==> src/rtl/run_ctrl.sv <==
// run_ctrl -- run sequencer for the 9-bit-instruction CPU core.
//
// Accepts a four-phase req/done handshake from the test harness, holds the
// core in reset for RST_CYC cycles, lets it run until cpu_halt, counts the
// run cycles, and acknowledges with done until req is released.
//
// Optional feature: define RUN_TIMEOUT_EN to build a run-cycle watchdog
// that ends a run after TMO cycles and flags it on `timeout`. Without the
// macro, `timeout` is tied low and RUN waits indefinitely for cpu_halt.
//
// Parameters:
//   RST_CYC  cycles cpu_rst is held after a request is accepted (1..15)
//   CW       width of the run-cycle counter
//   TMO      watchdog limit in run cycles (< 2^CW, RUN_TIMEOUT_EN only)
//
// Ports:
//   clk       in   clock, rising edge
//   reset     in   asynchronous reset, active low
//   req       in   start request (level)
//   cpu_halt  in   core reached program end (level)
//   cpu_rst   out  synchronous reset to the core
//   cpu_en    out  core clock-enable / run permission
//   done      out  run complete / handshake acknowledge
//   busy      out  high in RESET and RUN
//   cycles    out  run-cycle count of the current or last run
//   timeout   out  last run was ended by the watchdog
module run_ctrl #(
    parameter int RST_CYC = 2,
    parameter int CW      = 16,
    parameter int TMO     = 4000
) (
    input  logic          clk,
    input  logic          reset,
    input  logic          req,
    input  logic          cpu_halt,
    output logic          cpu_rst,
    output logic          cpu_en,
    output logic          done,
    output logic          busy,
    output logic [CW-1:0] cycles,
    output logic          timeout
);

    // Elaboration-time sanity check on the configuration.
    if (RST_CYC < 1 || RST_CYC > 15 || TMO < 1 || TMO >= (64'd1 << CW)) begin : g_param_chk
        $error("run_ctrl: parameter out of range");
    end

    localparam logic [1:0] S_IDLE  = 2'd0;
    localparam logic [1:0] S_RESET = 2'd1;
    localparam logic [1:0] S_RUN   = 2'd2;
    localparam logic [1:0] S_DONE  = 2'd3;

    localparam logic [CW-1:0] CYC_MAX   = '1;
    localparam logic [3:0]    RST_LOAD  = 4'(RST_CYC - 1);

    logic [1:0]    state, state_nx;
    logic [3:0]    rcnt, rcnt_nx;
    logic [CW-1:0] cycles_nx;
    logic          accept;
    logic          tmo_hit;

    assign accept = (state == S_IDLE) && req;

`ifdef RUN_TIMEOUT_EN
    localparam logic [CW-1:0] TMO_LAST = CW'(TMO - 1);

    // Halt has priority over the watchdog when both land in the same cycle.
    assign tmo_hit = (state == S_RUN) && !cpu_halt && (cycles == TMO_LAST);

    always_ff @(posedge clk or negedge reset) begin
        if (!reset)
            timeout <= 1'b0;
        else if (accept)
            timeout <= 1'b0;
        else if (tmo_hit)
            timeout <= 1'b1;
    end
`else
    assign tmo_hit = 1'b0;
    assign timeout = 1'b0;
`endif

    always_comb begin
        state_nx  = state;
        rcnt_nx   = rcnt;
        cycles_nx = cycles;
        case (state)
            S_IDLE: begin
                if (req) begin
                    state_nx  = S_RESET;
                    rcnt_nx   = RST_LOAD;
                    cycles_nx = '0;
                end
            end
            S_RESET: begin
                // cpu_halt is deliberately ignored while the core is in reset.
                if (rcnt == 4'd0)
                    state_nx = S_RUN;
                else
                    rcnt_nx = rcnt - 4'd1;
            end
            S_RUN: begin
                if (cpu_halt) begin
                    state_nx = S_DONE;
                end else begin
                    // Saturate rather than wrap; on a watchdog hit this
                    // increment lands the count exactly on TMO.
                    if (cycles != CYC_MAX)
                        cycles_nx = cycles + 1'b1;
                    if (tmo_hit)
                        state_nx = S_DONE;
                end
            end
            S_DONE: begin
                // Stay here while req is held so a level-high req cannot
                // retrigger; the harness must drop it first.
                if (!req)
                    state_nx = S_IDLE;
            end
            default: state_nx = S_IDLE;
        endcase
    end

    // Outputs are registered from the next state so they line up with it.
    always_ff @(posedge clk or negedge reset) begin
        if (!reset) begin
            state   <= S_IDLE;
            rcnt    <= 4'd0;
            cycles  <= '0;
            cpu_rst <= 1'b1;
            cpu_en  <= 1'b0;
            done    <= 1'b0;
            busy    <= 1'b0;
        end else begin
            state   <= state_nx;
            rcnt    <= rcnt_nx;
            cycles  <= cycles_nx;
            cpu_rst <= (state_nx == S_IDLE) || (state_nx == S_RESET);
            cpu_en  <= (state_nx == S_RUN);
            done    <= (state_nx == S_DONE);
            busy    <= (state_nx == S_RESET) || (state_nx == S_RUN);
        end
    end

endmodule

==> config.mk <==
export PLATFORM = sky130hd
export DESIGN_NAME = run_ctrl
export DESIGN_NICKNAME = d
export VERILOG_FILES = /design/src/rtl/run_ctrl.sv
export SDC_FILE = /design/constraint.sdc
export NUM_CORES = 1
export LEC_CHECK = 0
export ABC_CLOCK_PERIOD_IN_PS = 2400
export CAP_MARGIN = 20
export CORE_ASPECT_RATIO = 0.5
export CORE_MARGIN = 2
export CORE_UTILIZATION = 45
export CTS_CLUSTER_DIAMETER = 200
export CTS_CLUSTER_SIZE = 12
export DETAILED_ROUTE_END_ITERATION = 16
export PLACE_DENSITY = 0.7
export SLEW_MARGIN = 40
export SYNTH_ARGS = -nofsm -noshare
export SYNTH_HDL_FRONTEND = slang
export SYNTH_SLANG_ARGS = --single-unit
==> constraint.sdc <==
create_clock -name clk -period 2.4 [get_ports clk]
set_input_delay 0.6 -clock clk [delete_from_list [all_inputs] [get_ports clk]]
set_output_delay 0.6 -clock clk [all_outputs]
set_load 0.03 [all_outputs]
* Yosys cells after proc, flatten, opt, wreduce, memory -nomap -nowiden *
Cells that the tools add are included.

operators by class
  $add $sub $neg = 2
  equality and inequality tests = 11
  muxes and demuxes = 12
  reductions and logical operators = 9

operators with widths
  kind                     number
  $mux W16                 3
  $pmux W16 S2             1
  $add A16 B1 Y16 const B  1
  $ne A16 B16 Y1 const B   1
  $eq A2 B2 Y1 const B     4
  $mux W2                  4
  $mux W4                  2
  $ne A2 B2 Y1 const B     4
  $pmux W2 S4              1
  $pmux W4 S2              1
  $eq A2 B1 Y1 const B     2
  $logic_not A2 Y1         2
  $logic_not A4 Y1         1
  $reduce_and A4 Y1        1
  $reduce_bool A2 Y1       2
  $sub A4 B1 Y4 const B    1
  $reduce_and A3 Y1        1
  $logic_or A1 B1 Y1       2

storage, ports and cells
  bits in registers = 26
  input port bits = 4
  output and inout bits = 21
  logic and storage cells = 41

* Logic depth before layout (Yosys ltp) *
  word-level depth = 5
  gate-level depth with buffers = 8
  gate-level depth less buffers = 8

* Worst setup path after synthesis *
OpenSTA, ideal clock, no wires.

  path type = register -> register
  from = reg cycles[0]
  to = reg cycles[7]
  setup time = 96 ps
  arrival time = 1,719 ps
  data required time = 2,304 ps
  setup slack = 586 ps
  stages on the path, launching flop included = 8
  buffers on the path = 1
  clock period less this slack = 1,814 ps
  cells stage by stage = dfrtp_1 -> ha_1 -> nand4_1 -> nand4bb_4 -> o21bai_4 -> buf_6 -> o21ai_1 -> o31ai_1

on the way
  longest elaborated chain between the ends = 4
  elaborated cells between the ends (all ways) = 7
  those cells by class = add/sub (1); eq/ne (2); mux (3); reduce/logical (1)

ends and longest elaborated chain
  item                    line  RTL
  start, declared         40    output logic [CW-1:0] cycles,
  start signal, assigned  138   cycles <= cycles_nx;
  $add A16 B1 Y16         110   cycles_nx = cycles + 1'b1;
  $mux W16                109   if (cycles != CYC_MAX)
  $mux W16                104   if (cpu_halt) begin
  $pmux W16 S2            88    case (state)

Several ways; a longest one is shown, not always the timed one. The select of a mux whose other input is x is not followed.
A chain may end at the register's enable or synchronous reset.

* Worst setup path in the final report *
  from = reg cycles[8]
  to = out cycles[8]

No word-level cell between the ends.

==> metrics <==
status finished clean; final net count 186; Critical Path AT 1.51 ns; initial DRC count 89; Clock transition at path regs 0.09 ns; Port-buffer cells 23; P&R area growth vs syn 22.3%; Starting Density 0.478; #FFs+latches synth 26; CP cell instances clkdlybuf4s50_1; vias in the first global route 1,058; Util after Layout 0.585; Crit Path Max Fanout 9; RSZ-0062 raised after global routing no; fill count 294; # DRC 0; routability cong. 0.771; average wire per standard cell 14.6 um; Critical Path Max Stage Delay 0.73 ns; Die Width 84.5 um; CTS buffer count 3; CP startpoint kind flop; Tcrit/Tclk final 0.880; minimum clock period 2.11 ns; initial antenna violation count 0; largest net degree at the start of global routing 27; Net Count, Synth 161; worst min-delay path class flop to flop; synthesized area per cell 9.58 um2; TritonCTS clock tree done; post-CTS setup buffer count 0; clock skew 0.00505 ns; first-pass GRT wire length 5190 um; Via density 5.83; CP bufs+invs 1; Ant. Diodes 0; row cnt 14; Fin. Hold Viols 0; Vias 1,260; # setup viols final 0; drt total wl 3160 um; FMAX 0.473 GHz; first-pass iteration count of the detailed router 4; Slowest cell on crit path clkdlybuf4s50_1; Seq/Total Area, Yosys 0.448; CORE AREA 0.00305 mm2; WS Path Type flop to output pin; Top Ports 25; grt total ovfl 0; Final TNS setup 0 ns; Leak 0.768 nW; maximum VDD drop 489 uV; Syn Inst Count 152; synth warn 0; clock sinks 26; maxcap violations 0; Root Buffer clkbuf_8; total track usage 0.179; post_cts resized 0; layout cells sized above 1 0.119; Worst-Skew Late Latency 0.27 ns; CTS max path bufs 2; pwr dens 849 mW/mm2; hold_buf cts 0; Critical Path RT 1.80 ns; dpl hpwl 2240 um; H-tree depth 1; die area 0.00374 mm2; Final ANT Viol Nets 0; Distinct cells, synth 44; crit end category output pin; Die Span Y 44.2 um; Syn Std Cell Area 0.00146 mm2; Pins Over Slew Limit 0; critical path's top delay family buffers and inverters
[synth_stat cells, drive strengths merged]
library cell  number  area share
a41oi              2       0.012
nand4bb            1       0.019
o311ai             3       0.018
ha                 5       0.043
nand3              8       0.031
a21oi              3       0.010
a22oi              1      0.0052
a22o               3       0.018
a211o              1      0.0060
o31ai              6       0.031
nor2b              1      0.0043
a21o               1      0.0052
nor3b              1      0.0052
nand4              6       0.026
o211ai             1      0.0052
buf                4       0.020
dfrtp             25        0.43
and4               2       0.012
dfstp              1       0.018
o22a               1      0.0060
clkbuf             3      0.0077
nor4               1      0.0043
conb               1      0.0026
o21ai             25       0.091
a31oi              4       0.017
or2                2      0.0086
nor3               3       0.018
o21bai             2       0.018
and3               2      0.0095
and2               1      0.0043
nand2b             2      0.0086
inv                6       0.015
mux2               1      0.0077
nor2              11       0.032
nand2             12       0.031
[final timing paths]
check                      slack (ns)  depth (start not counted)                    from                endpoint
setup reg to reg                 0.51                          6   cycles[0]$_DFFE_PN0P_   cycles[6]$_DFFE_PN0P_
min in group asynchronous        0.68                          2                   reset   cycles[1]$_DFFE_PN0P_
max in group asynchronous        1.42                          2                   reset       cpu_rst$_DFF_PN1_
hold / removal                   0.51                          1  cycles[15]$_DFFE_PN0P_  cycles[15]$_DFFE_PN0P_
hold reg to reg                  0.51                          1  cycles[15]$_DFFE_PN0P_  cycles[15]$_DFFE_PN0P_
setup / recovery                 0.29                          1   cycles[8]$_DFFE_PN0P_               cycles[8]
[through the flow]
stage / setup slack (ns) / total power (W) / hold slack [ns] / instances / instance area, um2
2_1_floorplan: 0.586 / 0.00105 / 0.304 / 152 / 1460
3_3_place_gp: 0.242 / 0.00121 / 0.498 / 212 / 1730
3_5_place_dp: 0.223 / 0.00124 / 0.505 / 212 / 1730
4_1_cts: 0.287 / 0.00153 / 0.518 / 216 / 1780
5_1_grt: 0.225 / 0.00162 / 0.544 / 216 / 1780
6_report: 0.287 / 0.00151 / 0.515 / 216 / 1780
[kinds of logic (layout without fill, tap and decap cells)]
logic type	after synthesis	count (layout)	share of synthesized area
buffers and inverters	13	37	0.0430
adders and majority gates	5	5	0.0430
DFF	26	26	0.448
and+or+nand+nor	53	53	0.213
muxes	1	1	0.00773
other	1	1	0.00257
AOI/OAI and AO/OA	53	53	0.243
[sequential cells by signal, indices dropped and copies added (netlist names)]
name / cells
busy: 1
cpu_en: 1
cpu_rst: 1
cycles: 16
done: 1
rcnt: 4
state: 2
[area by class of cell]
class / instances / area (um2) / share of cell area
clock buffer: 4 / 55.1 / 0.0309
inverter: 6 / 22.5 / 0.0126
multi-input combinational: 113 / 742 / 0.416
sequential: 26 / 652 / 0.366
tap: 40 / 50.0 / 0.0281
timing repair buffer: 27 / 260 / 0.146
[layout by cell type, fill, tap and decap left out, types with 3 or more instances in the layout]
| cell type | n |
|---|---|
| nand2_1 | 12 |
| nand4_1 | 6 |
| nand3_1 | 7 |
| nor2_1 | 9 |
| inv_1 | 6 |
| clkdlybuf4s50_1 | 23 |
| o21ai_1 | 5 |
| clkbuf_8 | 4 |
| a21oi_1 | 3 |
| buf_4 | 4 |
| o311ai_1 | 3 |
| o31ai_1 | 6 |
| dfrtp_1 | 25 |
| a31oi_1 | 4 |
| ha_1 | 5 |
| a22o_1 | 3 |
| o21ai_0 | 18 |
[routing by layer]
layer	track usage	routed length, um
met1	0.265	1580
met2	0.265	1430
met3	0.0485	142
met4	0.0413	14
met5	0	0
[power by group]
group	switching (W)	leakage, nW	internal, W
sequential	0.0000900	0.345	0.000529
combinational	0.000347	0.394	0.000259
clock	0.000141	0.0288	0.000147
No activity file was read; power rests on OpenSTA's default activity.
